File: config.mk
export PLATFORM = sky130hd
export DESIGN_NAME = instr_fetch_unit_flat
export DESIGN_NICKNAME = d
export VERILOG_FILES = /design/src/rtl/instr_fetch_unit_pkg.sv /design/src/rtl/instr_fetch_unit_if.sv /design/src/rtl/instr_fetch_unit_skid.sv /design/src/rtl/instr_fetch_unit.sv /design/src/flat_wrapper.sv
export SDC_FILE = /design/constraint.sdc
export NUM_CORES = 1
export LEC_CHECK = 0
export ABC_AREA = 1
export BUFFER_PORTS_ARGS = -buffer_cell sky130_fd_sc_hd__buf_2
export CAP_MARGIN = 5
export CORE_ASPECT_RATIO = 1.1
export CORE_MARGIN = 8
export CORE_UTILIZATION = 35
export CTS_BUF_LIST = sky130_fd_sc_hd__clkbuf_8
export DETAILED_ROUTE_END_ITERATION = 16
export GPL_TIMING_DRIVEN = 0
export PLACE_DENSITY = 0.58
export SYNTH_ARGS = -nofsm -noshare
export SYNTH_HDL_FRONTEND = slang
export SYNTH_HIERARCHICAL = 1
export SYNTH_SLANG_ARGS = --single-unit
File: constraint.sdc
create_clock -name clk_i -period 2.2 [get_ports clk_i]
set_clock_uncertainty 0.05 [all_clocks]
set_input_delay 0.33 -clock clk_i [delete_from_list [all_inputs] [get_ports clk_i]]
set_output_delay 0.33 -clock clk_i [all_outputs]
set_load 0.01 [all_outputs]
File: src/rtl/instr_fetch_unit_pkg.sv
// Shared definitions for the fetch front end: bubble instruction,
// base opcodes shared with the decoder, and the fetch FSM state type.
package instr_fetch_unit_pkg;

    localparam logic [31:0] NOP_INSTR = 32'h0000_0013;

    localparam logic [6:0] OPC_RTYPE  = 7'b0110011;
    localparam logic [6:0] OPC_ITYPE  = 7'b0010011;
    localparam logic [6:0] OPC_LOAD   = 7'b0000011;
    localparam logic [6:0] OPC_STORE  = 7'b0100011;
    localparam logic [6:0] OPC_BRANCH = 7'b1100011;
    localparam logic [6:0] OPC_JAL    = 7'b1101111;
    localparam logic [6:0] OPC_JALR   = 7'b1100111;

    typedef enum logic [1:0] {
        S_IDLE    = 2'd0,
        S_FETCH   = 2'd1,
        S_DISCARD = 2'd2,
        S_HOLD    = 2'd3
    } fetch_state_t;

    // Instruction addresses are word aligned; the low two bits are dropped.
    function automatic logic [31:0] align_pc(input logic [31:0] pc);
        return {pc[31:2], 2'b00};
    endfunction

endpackage

File: src/rtl/instr_fetch_unit_if.sv
// Instruction memory request/acknowledge bus between the fetch unit
// (master) and instruction memory (slave).
interface instr_fetch_unit_if;

    logic        req;
    logic [31:0] addr;
    logic        ack;
    logic [31:0] rdata;

    modport master (
        output req,
        output addr,
        input  ack,
        input  rdata
    );

    modport slave (
        input  req,
        input  addr,
        output ack,
        output rdata
    );

endinterface

File: src/rtl/instr_fetch_unit_skid.sv
// One-entry holding register for an instruction (and its PC) that
// returned from memory while the pipeline was stalled.
module fetch_skid_buffer (
    input  logic        clk_i,
    input  logic        rst_i,
    input  logic        load,
    input  logic        drain,
    input  logic        clear,
    input  logic [31:0] in_instr,
    input  logic [31:0] in_pc,
    output logic        full,
    output logic [31:0] out_instr,
    output logic [31:0] out_pc
);

    // Capture on load, empty on drain; clear and reset both discard the entry.
    always_ff @(posedge clk_i) begin
        if (rst_i || clear) begin
            full      <= 1'b0;
            out_instr <= 32'h0;
            out_pc    <= 32'h0;
        end else if (load) begin
            full      <= 1'b1;
            out_instr <= in_instr;
            out_pc    <= in_pc;
        end else if (drain) begin
            full      <= 1'b0;
        end
    end

endmodule

File: src/rtl/instr_fetch_unit.sv
// Fetch front end: owns the PC, issues one outstanding instruction memory
// request at a time, and feeds the IF/ID pipeline register.
module instr_fetch_unit
    import instr_fetch_unit_pkg::*;
#(
    parameter logic [31:0] RESET_PC  = 32'h0000_0000,
    parameter logic [31:0] NOP_INSTR = instr_fetch_unit_pkg::NOP_INSTR
) (
    input  logic                      clk_i,
    input  logic                      rst_i,
    instr_fetch_unit_if.master        imem,
    input  logic                      stall_i,
    input  logic                      redirect_i,
    input  logic [31:0]               redirect_pc_i,
    output logic                      if_id_valid_o,
    output logic [31:0]               if_id_instr_o,
    output logic [31:0]               if_id_pc_o,
    output logic [31:0]               if_id_pc4_o
);

    fetch_state_t state;
    fetch_state_t state_next;

    logic [31:0] pc;
    logic [31:0] pc_next;
    logic [31:0] discard_addr;
    logic [31:0] redirect_target;

    logic        fetch_take;
    logic        skid_load;
    logic        skid_drain;
    logic        skid_full;
    logic [31:0] skid_instr;
    logic [31:0] skid_pc;

    assign redirect_target = align_pc(redirect_pc_i);

    // An ack is usable only in S_FETCH and only if no redirect kills it.
    assign fetch_take = (state == S_FETCH) && imem.ack && !redirect_i;
    assign skid_load  = fetch_take && stall_i;
    assign skid_drain = skid_full && !stall_i && !redirect_i;

    fetch_skid_buffer u_skid (
        .clk_i     (clk_i),
        .rst_i     (rst_i),
        .load      (skid_load),
        .drain     (skid_drain),
        .clear     (redirect_i),
        .in_instr  (imem.rdata),
        .in_pc     (pc),
        .full      (skid_full),
        .out_instr (skid_instr),
        .out_pc    (skid_pc)
    );

    // FSM state register.
    always_ff @(posedge clk_i) begin
        if (rst_i) begin
            state <= S_IDLE;
        end else begin
            state <= state_next;
        end
    end

    // FSM next-state logic.
    always_comb begin
        state_next = state;
        case (state)
            S_IDLE: begin
                state_next = S_FETCH;
            end
            S_FETCH: begin
                if (redirect_i) begin
                    state_next = imem.ack ? S_FETCH : S_DISCARD;
                end else if (imem.ack && stall_i) begin
                    state_next = S_HOLD;
                end
            end
            S_DISCARD: begin
                if (imem.ack) begin
                    state_next = S_FETCH;
                end
            end
            S_HOLD: begin
                if (redirect_i || !stall_i) begin
                    state_next = S_FETCH;
                end
            end
            default: begin
                state_next = S_IDLE;
            end
        endcase
    end

    // FSM outputs: the stale address stays on the bus while a killed request drains.
    always_comb begin
        imem.req  = (state == S_FETCH) || (state == S_DISCARD);
        imem.addr = (state == S_DISCARD) ? discard_addr : pc;
    end

    // Next PC: redirect wins, otherwise advance on each accepted fetch.
    always_comb begin
        pc_next = pc;
        case (state)
            S_FETCH: begin
                if (redirect_i) begin
                    pc_next = redirect_target;
                end else if (imem.ack) begin
                    pc_next = pc + 32'd4;
                end
            end
            S_DISCARD, S_HOLD: begin
                if (redirect_i) begin
                    pc_next = redirect_target;
                end
            end
            default: begin
                pc_next = pc;
            end
        endcase
    end

    // PC register and the address of a request being discarded.
    always_ff @(posedge clk_i) begin
        if (rst_i) begin
            pc           <= RESET_PC;
            discard_addr <= RESET_PC;
        end else begin
            pc <= pc_next;
            if ((state == S_FETCH) && redirect_i && !imem.ack) begin
                discard_addr <= pc;
            end
        end
    end

    // IF/ID register: flush, then stall, then skid entry, then fresh data, else bubble.
    always_ff @(posedge clk_i) begin
        if (rst_i) begin
            if_id_valid_o <= 1'b0;
            if_id_instr_o <= NOP_INSTR;
            if_id_pc_o    <= 32'h0;
            if_id_pc4_o   <= 32'd4;
        end else if (redirect_i) begin
            if_id_valid_o <= 1'b0;
            if_id_instr_o <= NOP_INSTR;
        end else if (stall_i) begin
            if_id_valid_o <= if_id_valid_o;
        end else if (skid_full) begin
            if_id_valid_o <= 1'b1;
            if_id_instr_o <= skid_instr;
            if_id_pc_o    <= skid_pc;
            if_id_pc4_o   <= skid_pc + 32'd4;
        end else if (fetch_take) begin
            if_id_valid_o <= 1'b1;
            if_id_instr_o <= imem.rdata;
            if_id_pc_o    <= pc;
            if_id_pc4_o   <= pc + 32'd4;
        end else begin
            if_id_valid_o <= 1'b0;
            if_id_instr_o <= NOP_INSTR;
        end
    end

    // Memory must not acknowledge without a request (idle cycles after reset excepted).
    ack_needs_req: assert property (
        @(posedge clk_i) disable iff (rst_i)
        (imem.ack && (state != S_IDLE)) |-> imem.req
    );

endmodule

File: src/flat_wrapper.sv
// flat-port wrapper written by rule: the top's interface ports become plain ports
module instr_fetch_unit_flat import instr_fetch_unit_pkg::*;
#(
    parameter logic [31:0] RESET_PC  = 32'h0000_0000,
    parameter logic [31:0] NOP_INSTR = instr_fetch_unit_pkg::NOP_INSTR
)
  (clk_i, rst_i, stall_i, redirect_i, redirect_pc_i, if_id_valid_o, if_id_instr_o, if_id_pc_o, if_id_pc4_o, imem_req, imem_addr, imem_ack, imem_rdata);
  instr_fetch_unit_if imem_i ();
  input  logic clk_i;
  input  logic rst_i;
  input  logic stall_i;
  input  logic redirect_i;
  input  logic [31:0] redirect_pc_i;
  output logic if_id_valid_o;
  output logic [31:0] if_id_instr_o;
  output logic [31:0] if_id_pc_o;
  output logic [31:0] if_id_pc4_o;
  output wire logic [$bits(imem_i.req)-1:0] imem_req;
  output wire logic [$bits(imem_i.addr)-1:0] imem_addr;
  input wire logic [$bits(imem_i.ack)-1:0] imem_ack;
  input wire logic [$bits(imem_i.rdata)-1:0] imem_rdata;
  assign imem_req = imem_i.req;
  assign imem_addr = imem_i.addr;
  assign imem_i.ack = imem_ack;
  assign imem_i.rdata = imem_rdata;
  instr_fetch_unit #(.RESET_PC(RESET_PC), .NOP_INSTR(NOP_INSTR)) u_core (.clk_i(clk_i), .rst_i(rst_i), .imem(imem_i), .stall_i(stall_i), .redirect_i(redirect_i), .redirect_pc_i(redirect_pc_i), .if_id_valid_o(if_id_valid_o), .if_id_instr_o(if_id_instr_o), .if_id_pc_o(if_id_pc_o), .if_id_pc4_o(if_id_pc4_o));
endmodule
==> results of run 1 <==
cell type report:
type	instances	area (um^2)	share of cell area, %
Clock buffer	55	757	5.52
Multi-Input combinational cell	1201	5640	41.1
Antenna cell	3	7.51	0.0548
Inverter	76	285	2.08
Timing Repair Buffer	228	1310	9.59
Sequential cell	222	4450	32.5
Clock inverter	20	88.8	0.648
Tap cell	420	526	3.83
Buffer	109	636	4.64
worst paths after layout:
check                          start                         end  cells after the start
max                    u_core/pc[11]      u_core/if_id_pc4_o[28]                      9
min                    imem_rdata[7]  u_core/u_skid/out_instr[7]                      3
max reg2reg            u_core/pc[11]      u_core/if_id_pc4_o[28]                      9
min reg2reg  u_core/u_skid/out_pc[1]     u_core/u_skid/out_pc[1]                      2
metal layers:
layer	part of all wire, %	track usage (%)
met1	40	28.3
met2	45	38.3
met3	9.4	5.90
met4	5.3	12.7
met5	0.049	0
report_power, final:
| part | switching (mW) | leakage [nW] | internal [mW] | total (mW) |
|---|---|---|---|---|
| clock | 1.82 | 0.485 | 2.23 | 4.05 |
| combinational | 1.07 | 3.14 | 0.543 | 1.61 |
| sequential | 0.299 | 1.81 | 4.21 | 4.51 |
| total | 3.19 | 5.43 | 6.98 | 10.2 |
layout by cell type (no fill, tap or decap), types with 5 or more instances in the layout:
cell type      count
a21oi_1          209
a21oi_2           14
a31oi_1           34
buf_2            208
buf_4             17
buf_6             19
clkbuf_1          51
clkbuf_8          55
clkinv_2           5
dfxtp_1          214
dfxtp_2            8
dlygate4sd3_1     34
inv_1             85
nand2_1          480
nand3_1           95
nand3b_1           7
nor2_1           124
nor2_2             6
o21ai_0          137
o21ai_1           27
o21ai_2            6
xor2_1            20
worst max-delay path: cells and delay by family (launching register included):
kind / cells / cell delay [ns]
AOI/OAI and AO/OA: 1 / 0.16
DFF: 1 / 0.36
buffers and inverters: 1 / 0.27
and+or+nand+nor: 7 / 1.22
state kept, by name, indices dropped and copies added (netlist names):
signal	count
u_core/if_id_valid_o	1
u_core/state	2
u_core/if_id_pc_o	32
u_core/u_skid/out_pc	32
u_core/if_id_instr_o	32
u_core/pc	30
u_core/u_skid/out_instr	32
u_core/u_skid/full	1
u_core/if_id_pc4_o	30
u_core/discard_addr	30
metrics by stage:
stage,setup WS [ns],setup TNS [ns]
after floorplan,0.488,0
after global placement,-0.113,-1.80
after detailed placement,-0.207,-3.55
after CTS,0.00156,0
after global routing,-0.00168,-0.00168
final,0.0553,0
what timing repair did:
| item | 4_1_cts | 5_1_grt |
|---|---|---|
| setup endpoints to repair | 39 | 56 |
| setup buffers | 0 | 1 |
| gates resized for setup | 32 | 38 |
| endpoints found under the hold margin | 58 | 0 |
| pin swaps | 0 | 1 |
| hold buffers | 34 | 0 |
cell families (layout without fill, tap and decap cells):
logic type                 Yosys count  in the layout  share of synthesized area (%)
muxes                                1              1                         0.0918
adders and majority gates            5              5                          0.574
AOI/OAI and AO/OA                  442            442                           21.7
buffers and inverters              187            488                           8.20
other                                1              7                         0.0344
and+or+nand+nor                    728            728                           27.0
DFF                                222            222                           40.8
xor gates and xnor gates            21             21                           1.69
==> impl_metrics.env, run 1 <==
export IMPL_num_vias=12100
export IMPL_finalCritPeriodShare_pct=97.5
export IMPL_placed_area_mm2=0.0124
export IMPL_ant_nets=0
export IMPL_min_period_ns=2.14
export IMPL_reg2reg_setup_slack_ns=0.06
export IMPL_path_cells="clkbuf_2 > nand2_1 > nor2_1 > nand2_1 > nor2_1 > nand3_1 > nand3_1 > nand3_1 > a21oi_1"
export IMPL_h_tree_depth=2
export IMPL_cts_sinks=222
export IMPL_endpoint_kind="flip-flop"
export IMPL_synth_top_cell_area_share_pct=40.8
export IMPL_rsz0062_at_grt="yes"
export IMPL_synthCells=1607
export IMPL_synthTopCellsByCount="480 x nand2_1, 222 x dfxtp_1, 209 x a21oi_1, 160 x o21ai_0, 129 x nor2_1"
export IMPL_whs_ns=0.0186
export IMPL_cts_inserted_buffers=41
export IMPL_tightest_slew_ns=0.817
export IMPL_max_slew_margin_pct=45.6
export IMPL_leakage_nw=5.43
export IMPL_numPortBuffers=193
export IMPL_crit_slowest_cell="dfxtp_1"
export IMPL_instances_no_fill=2334
export IMPL_drcViolationCount=0
export IMPL_syn_area_mm2=0.0109
export IMPL_place_detailed_hpwl_mm=33.7
export IMPL_design_core_area_mm2=0.0311
export IMPL_gp_congestion=0.982
export IMPL_cp_slowest_stage_delay_ns=0.36
export IMPL_num_fill_cells=3321
export IMPL_cp_arrival_ns=2.56
export IMPL_synthTopCellsByArea="dfxtp_1 41%, nand2_1 17%, a21oi_1 9.6%"
export IMPL_drt_iter0_drc=828
export IMPL_post_route_cells_drive_above_1_share_pct=18.9
export IMPL_design_area_mm2=0.0137
export IMPL_finalPower_mw=10.2
export IMPL_cts_root_buf="clkbuf_8"
export IMPL_firstDrtPassIters=5
export IMPL_postSynthAreaPerCell_um2=6.79
export IMPL_grt_first_pass_wirelength_mm=68.0
export IMPL_die_width_um=184
export IMPL_dp_cells=2223
export IMPL_status="completed"
export IMPL_insertion_delay_ns=0.55
export IMPL_vias_per_cell=5.18
export IMPL_post_synth_top_area_cell="dfxtp_1"
export IMPL_hold_class="input pin to flip-flop"
export IMPL_cp_start_kind="flip-flop"
export IMPL_cp_required_ns=2.61
export IMPL_power_density_mw_per_mm2=743
export IMPL_ys_seq_area_share_pct=40.8
export IMPL_setup_viol=0
export IMPL_grt_overflow_total=0
export IMPL_synthToLayoutAreaGrowth_pct=25.7
export IMPL_die_area_mm2=0.0371
export IMPL_ioPinCount=199
export IMPL_worstPathMaxFanout=7
export IMPL_antenna_found_initial=5
export IMPL_cap_violations=0
export IMPL_floorplan_initialDensity_pct=35.1
export IMPL_wl_per_cell_um=19.1
export IMPL_cts_tree="done"
export IMPL_yosysWarnings=6
export IMPL_crit_type="flip-flop to flip-flop"
export IMPL_cts_clk_slew_worst_paths_ns=0.07
export IMPL_async_flop_share_pct=0
export IMPL_clock_fmax_mhz=466
export IMPL_die_height_um=201
export IMPL_hold_violations=0
export IMPL_synth_most_common_cell="nand2_1"
export IMPL_nNetsFinal=1953
export IMPL_rows=68
export IMPL_fin_util_pct=44.1
export IMPL_cts_path_max_buffers=3
export IMPL_worst_path_most_repeated_cell="nand3_1"
export IMPL_ir_worst_vdd_mv=0.454
export IMPL_synth_edf_count=0
export IMPL_synth_top_flop_cell="dfxtp_1"
export IMPL_grt_usage_pct=23.6
export IMPL_ys_types=40
export IMPL_synth_seq_cells=222
export IMPL_grt_pass1_vias=12000
export IMPL_routed_wl_mm=44.6
export IMPL_drv_slew=0
export IMPL_grt_max_degree=11
No activity file was read; power rests on OpenSTA's default activity.
==> inputs of run 2 (changes only) <==
- CORE_UTILIZATION: 35 -> 45
- PLACE_DENSITY: 0.58 -> 0.71
==> run 2 against run 1 <==
Effect of this change:
- power is 0.88% lower
- via count is 1.7% higher
- combinational power hardly changed
- first-iteration DRC count is 29% higher
- fmax is 0.46% higher
- sequential power hardly changed
- count of clock-buffer cells in the layout is 7 lower
- final cell count is 5.6% lower
- die area is 20% lower
- largest cell class unchanged
- wire length is 4.0% lower
- worst setup slack better by 0.0099 ns
- flip-flop and latch count stayed put
==> impl_metrics.env, run 2 (synthesis gave the netlist of run 1 again) <==
export IMPL_place_detailed_hpwl_mm=31.9
export IMPL_final_common_cell="nand2_1"
export IMPL_routed_wl_mm=42.8
export IMPL_vias_per_cell=5.58
export IMPL_grt_max_degree=11
export IMPL_cp_slowest_stage_delay_ns=0.38
export IMPL_grt_first_pass_wirelength_mm=64.2
export IMPL_crit_slowest_cell="o21ai_2"
export IMPL_num_vias=12300
export IMPL_die_height_um=179
export IMPL_grt_usage_pct=28.2
export IMPL_grt_pass1_vias=11600
export IMPL_crit_reg2reg_launch="u_core/state[1]"
export IMPL_firstDrtPassIters=7
export IMPL_ioPinCount=199
export IMPL_gp_congestion=0.977
export IMPL_multi_input_area_mm2=0.00564
export IMPL_wl_per_cell_um=19.4
export IMPL_hold_violations=0
export IMPL_cp_arrival_ns=2.51
export IMPL_setup_viol=0
export IMPL_drcViolationCount=0
export IMPL_post_route_cells_drive_above_1_share_pct=18.8
export IMPL_r2r_worst_path_cells=8
export IMPL_path_cells="inv_1 > ha_1 > nand2_2 > o21ai_2 > inv_2 > clkbuf_1 > o21ai_0 > a21oi_1"
export IMPL_fin_tns_setup_ns=0
export IMPL_power_density_mw_per_mm2=749
export IMPL_crit_type="flip-flop to flip-flop"
export IMPL_cp_required_ns=2.58
export IMPL_ant_nets=0
export IMPL_cp_start_kind="flip-flop"
export IMPL_cts_tree="done"
export IMPL_ff_latch_area_mm2=0.00445
export IMPL_die_width_um=164
export IMPL_grt_overflow_total=0
export IMPL_cap_violations=0
export IMPL_insertion_delay_ns=0.55
export IMPL_ir_worst_vdd_mv=0.477
export IMPL_hold_class="input pin to flip-flop"
export IMPL_worstPathMaxFanout=10
export IMPL_reg2reg_setup_slack_ns=0.07
export IMPL_cts_clk_slew_worst_paths_ns=0.06
export IMPL_drt_iter0_drc=1064
export IMPL_max_slew_margin_pct=45.1
export IMPL_tightest_slew_ns=0.823
export IMPL_status="completed"
export IMPL_cts_root_buf="clkbuf_8"
export IMPL_finalCritPeriodShare_pct=97.0
export IMPL_endpoint_kind="flip-flop"
export IMPL_rows=59
export IMPL_antenna_found_initial=2
export IMPL_synthToLayoutAreaGrowth_pct=23.4
export IMPL_drv_slew=0
export IMPL_layout_common_cells="480 x nand2_1, 216 x dfxtp_1, 209 x buf_2, 209 x a21oi_1, 137 x o21ai_0"
export IMPL_hp_start="redirect_pc_i[7]"
export IMPL_finalPower_mw=10.1
export IMPL_floorplan_initialDensity_pct=45.9
export IMPL_nNetsFinal=1947
export IMPL_cts_sinks=222
export IMPL_cts_path_max_buffers=3
export IMPL_min_period_ns=2.13
export IMPL_numPortBuffers=193
export IMPL_cp_startpoint="u_core/state[1]"
export IMPL_num_fill_cells=2317
export IMPL_clock_fmax_mhz=468
export IMPL_leakage_nw=5.36
export IMPL_die_area_mm2=0.0295
export IMPL_cts_inserted_buffers=38
export IMPL_rr_endpoint="u_core/pc[30]"
export IMPL_h_tree_depth=2
export IMPL_design_core_area_mm2=0.0238
export IMPL_crit_end="u_core/pc[30]"
run 2: cell count changes in the layout (fill, tap and decap cells not counted), sizes merged, moves of 2 or more:
cell         before  now
buf             248  245
bufinv            0    2
clkinvlp          2    0
inv              89   85
diode             3    1
clkbuf          110  106
dlygate4sd3      34   31
run 2: layer usage:
metal	routed length, um	share of wire, %	GRT usage, %
met1	16800	39	33.1
met2	19700	46	46.4
met3	4110	9.6	7.26
met4	2140	5.0	15.1
met5	27	0.063	0
run 2: report_power, final:
part           total [mW]  switching, mW  internal [mW]
registers            4.51          0.302           4.21
logic                1.60           1.07          0.535
clock network        3.97           1.77           2.21
run 2: critical path: cells and delay by family (launching register included):
family	cells	cell delay, ns
compound gates	3	0.70
fa+ha+maj	1	0.18
buf+inv	3	0.60
flops	1	0.35
simple gates	1	0.12
run 2: what timing repair did:
item,CTS,global route
endpoints found under the hold margin,47,0
endpoints found under the setup margin,37,55
setup buffers,0,0
resized for setup,16,51
hold buffers,31,0
run 2: worst min path at each step:
stage,to,slack [ns],cells after the start
after floorplan,u_core/u_skid/out_instr[30],0.39,2
final,u_core/pc[7],0.02,3
after global placement,u_core/u_skid/out_instr[30],0.40,2
after detailed placement,u_core/u_skid/out_instr[7],0.40,2
after CTS,u_core/pc[7],0.0009,3
after global routing,u_core/u_skid/out_instr[27],0.01,3
run 2: metrics by stage:
stage          cells  util, %  cell area [um^2]  worst slack [ns]  hold WS [ns]
2_1_floorplan   1610        -             10900             0.488         0.386
3_3_place_gp    2108     51.6             12300           -0.0927         0.396
3_5_place_dp    2108     51.6             12300           -0.0668         0.404
4_1_cts         2203     56.3             13400           0.00951      0.000857
5_1_grt         2203     56.6             13500          -0.00723        0.0125
6_report        2204     56.6             13500            0.0651        0.0243
run 2: layout make-up:
type,count,share of cell area (%)
clock buffer,48,4.91
multi-input combinational,1201,41.9
antenna,1,0.0186
buffer,110,4.67
sequential,222,33.1
clock inverter,17,0.995
inverter,76,2.12
tap,305,2.83
timing repair buffer,224,9.48
==> inputs of run 3 (changes only) <==
--- a/config.mk
+++ b/config.mk
@@ -17,2 +17,3 @@
 export PLACE_DENSITY = 0.71
+export SLEW_MARGIN = 15
 export SYNTH_ARGS = -nofsm -noshare
--- a/constraint.sdc
+++ b/constraint.sdc
@@ -4,2 +4,2 @@
 set_output_delay 0.33 -clock clk_i [all_outputs]
-set_load 0.01 [all_outputs]
+set_load 0.05 [all_outputs]
==> run 3 against run 2 <==
Effect of this change:
- clock power hardly changed
- count of clock-buffer cells in the layout stayed put
- worst setup slack lost 0.0097 ns
- via count shrank 0.20%
- design area up 1.3%
- first-iteration DRC count decreased by 1.6%
- fmax down 0.45%
- die area stayed put
- power up 5.5%
- critical path type is now flip-flop to output port
- largest cell class unchanged
==> impl_metrics.env, run 3 (synthesis gave the netlist of run 1 again) <==
export IMPL_cts_root_buf="clkbuf_8"
export IMPL_crit_slowest_cell="dfxtp_2"
export IMPL_leakage_nw=5.40
export IMPL_cp_arrival_ns=1.76
export IMPL_cts_path_max_buffers=3
export IMPL_placed_area_mm2=0.0123
export IMPL_nNetsFinal=1947
export IMPL_finalCritPeriodShare_pct=97.5
export IMPL_power_density_mw_per_mm2=781
export IMPL_tightest_slew_ns=0.785
export IMPL_crit_type="flip-flop to output port"
export IMPL_pre_cts_slack_ns=-0.0668
export IMPL_endpoint_kind="output port"
export IMPL_drt_iter0_drc=1047
export IMPL_path_cells="inv_1 > ha_4 > clkbuf_4 > o21ai_1 > buf_6"
export IMPL_final_common_cell="nand2_1"
export IMPL_rows=59
export IMPL_grt_usage_pct=28.2
export IMPL_cp_start_kind="flip-flop"
export IMPL_die_area_mm2=0.0295
export IMPL_finalPower_mw=10.6
export IMPL_gp_congestion=0.977
export IMPL_num_fill_cells=2302
export IMPL_cp_required_ns=1.82
export IMPL_rsz0062_at_grt="yes"
export IMPL_cts_sinks=222
export IMPL_floorplan_initialDensity_pct=45.9
export IMPL_cp_top_family="buffers and inverters"
export IMPL_setup_viol=0
export IMPL_grt_pass1_vias=11600
export IMPL_ant_nets=0
export IMPL_numPortBuffers=193
export IMPL_grt_overflow_total=0
export IMPL_drcViolationCount=0
export IMPL_ioPinCount=199
export IMPL_synthToLayoutAreaGrowth_pct=25.1
export IMPL_hold_violations=0
export IMPL_min_period_ns=2.14
export IMPL_status="completed"
export IMPL_cap_violations=0
export IMPL_reg2reg_setup_slack_ns=0.07
export IMPL_routed_wl_mm=42.7
export IMPL_instances_no_fill=2204
export IMPL_h_tree_depth=2
export IMPL_die_width_um=164
export IMPL_ff_latch_area_mm2=0.00445
export IMPL_grt_max_degree=11
export IMPL_ir_worst_vdd_mv=0.486
export IMPL_post_route_cells_drive_above_1_share_pct=19.0
export IMPL_layout_common_cells="480 x nand2_1, 215 x dfxtp_1, 209 x a21oi_1"
export IMPL_fin_ws_ns=0.0554
export IMPL_design_area_mm2=0.0136
export IMPL_fin_util_pct=57.4
export IMPL_worstPathMaxFanout=10
export IMPL_clock_fmax_mhz=466
export IMPL_firstDrtPassIters=5
export IMPL_multi_input_area_mm2=0.00565
export IMPL_grt_first_pass_wirelength_mm=64.2
export IMPL_crit_buf_inv=3
export IMPL_antenna_found_initial=2
export IMPL_drv_slew=0
export IMPL_hold_class="input pin to flip-flop"
export IMPL_place_detailed_hpwl_mm=31.9
export IMPL_max_slew_margin_pct=47.7
export IMPL_insertion_delay_ns=0.55
export IMPL_num_vias=12300
export IMPL_dp_cells=2108
export IMPL_design_core_area_mm2=0.0238
export IMPL_cp_slowest_stage_delay_ns=0.35
export IMPL_die_height_um=179
export IMPL_cts_clk_slew_worst_paths_ns=0.06
export IMPL_cts_tree="done"
export IMPL_vias_per_cell=5.57
export IMPL_cts_inserted_buffers=38
export IMPL_wl_per_cell_um=19.4
[run 3: cell types whose count changed in the layout (fill, tap and decap cells not counted)]
cell and change:
o21ai_0 -4, dfxtp_1 -1, buf_4 +8, clkbuf_4 -2
buf_6 +24, buf_2 -30, o21ai_2 +3, o21ai_1 +1
dfxtp_2 +1
[run 3: worst min-delay path, cell delays in order]
cell and delay, ns:
buf_2 0.08, a21oi_1 0.05, a21oi_1 0.12
[run 3: through the flow]
stage / TNS, ns / hold WS [ns]
5_1_grt: -0.135 / 0.0125
4_1_cts: 0 / 0.000857
3_3_place_gp: -1.04 / 0.396
2_1_floorplan: -6.30 / 0.386
3_5_place_dp: -0.432 / 0.404
6_report: 0 / 0.0240
[run 3: power by group]
group	total (mW)	leakage [nW]	switching (mW)	internal, mW
clock network	3.98	0.443	1.77	2.21
logic	2.16	3.15	1.52	0.639
registers	4.51	1.80	0.300	4.21
total	10.6	5.40	3.59	7.05
[run 3: final cells by class]
| type | count | share of cell area (%) |
|---|---|---|
| diodes | 1 | 0.0183 |
| repair buffers | 224 | 10.6 |
| plain buffers | 110 | 4.61 |
| inverters | 76 | 2.09 |
| well taps | 305 | 2.80 |
| multi-input cells | 1201 | 41.4 |
| clock buffers | 48 | 4.84 |
| flip-flops and latches | 222 | 32.6 |
| clock inverters | 17 | 0.982 |
[run 3: worst paths after layout]
kind,depth (start not counted),startpoint,endpoint
worst max register to register,8,u_core/pc[3],u_core/if_id_pc4_o[18]
worst min register to register,2,u_core/if_id_pc4_o[25],u_core/if_id_pc4_o[25]
worst min-delay path,3,redirect_pc_i[7],u_core/pc[7]
worst max-delay path,5,u_core/state[0],imem_addr[11]
[run 3: routing by layer]
layer / GRT usage [%] / routed length [um] / share of wire [%] / up-vias
met3: 7.26 / 4210 / 9.9 / 148
met2: 46.4 / 19500 / 46 / 629
li1: - / - / - / 5867
met1: 33.1 / 16800 / 39 / 5628
met5: 0 / 27 / 0.063 / -
met4: 15.1 / 2210 / 5.2 / 4
[run 3: timing repair]
action,CTS,global route
hold buffers,31,0
buffers inserted,0,0
hold endpoints to repair,47,0
endpoints found under the setup margin,37,48
resized for setup,68,60
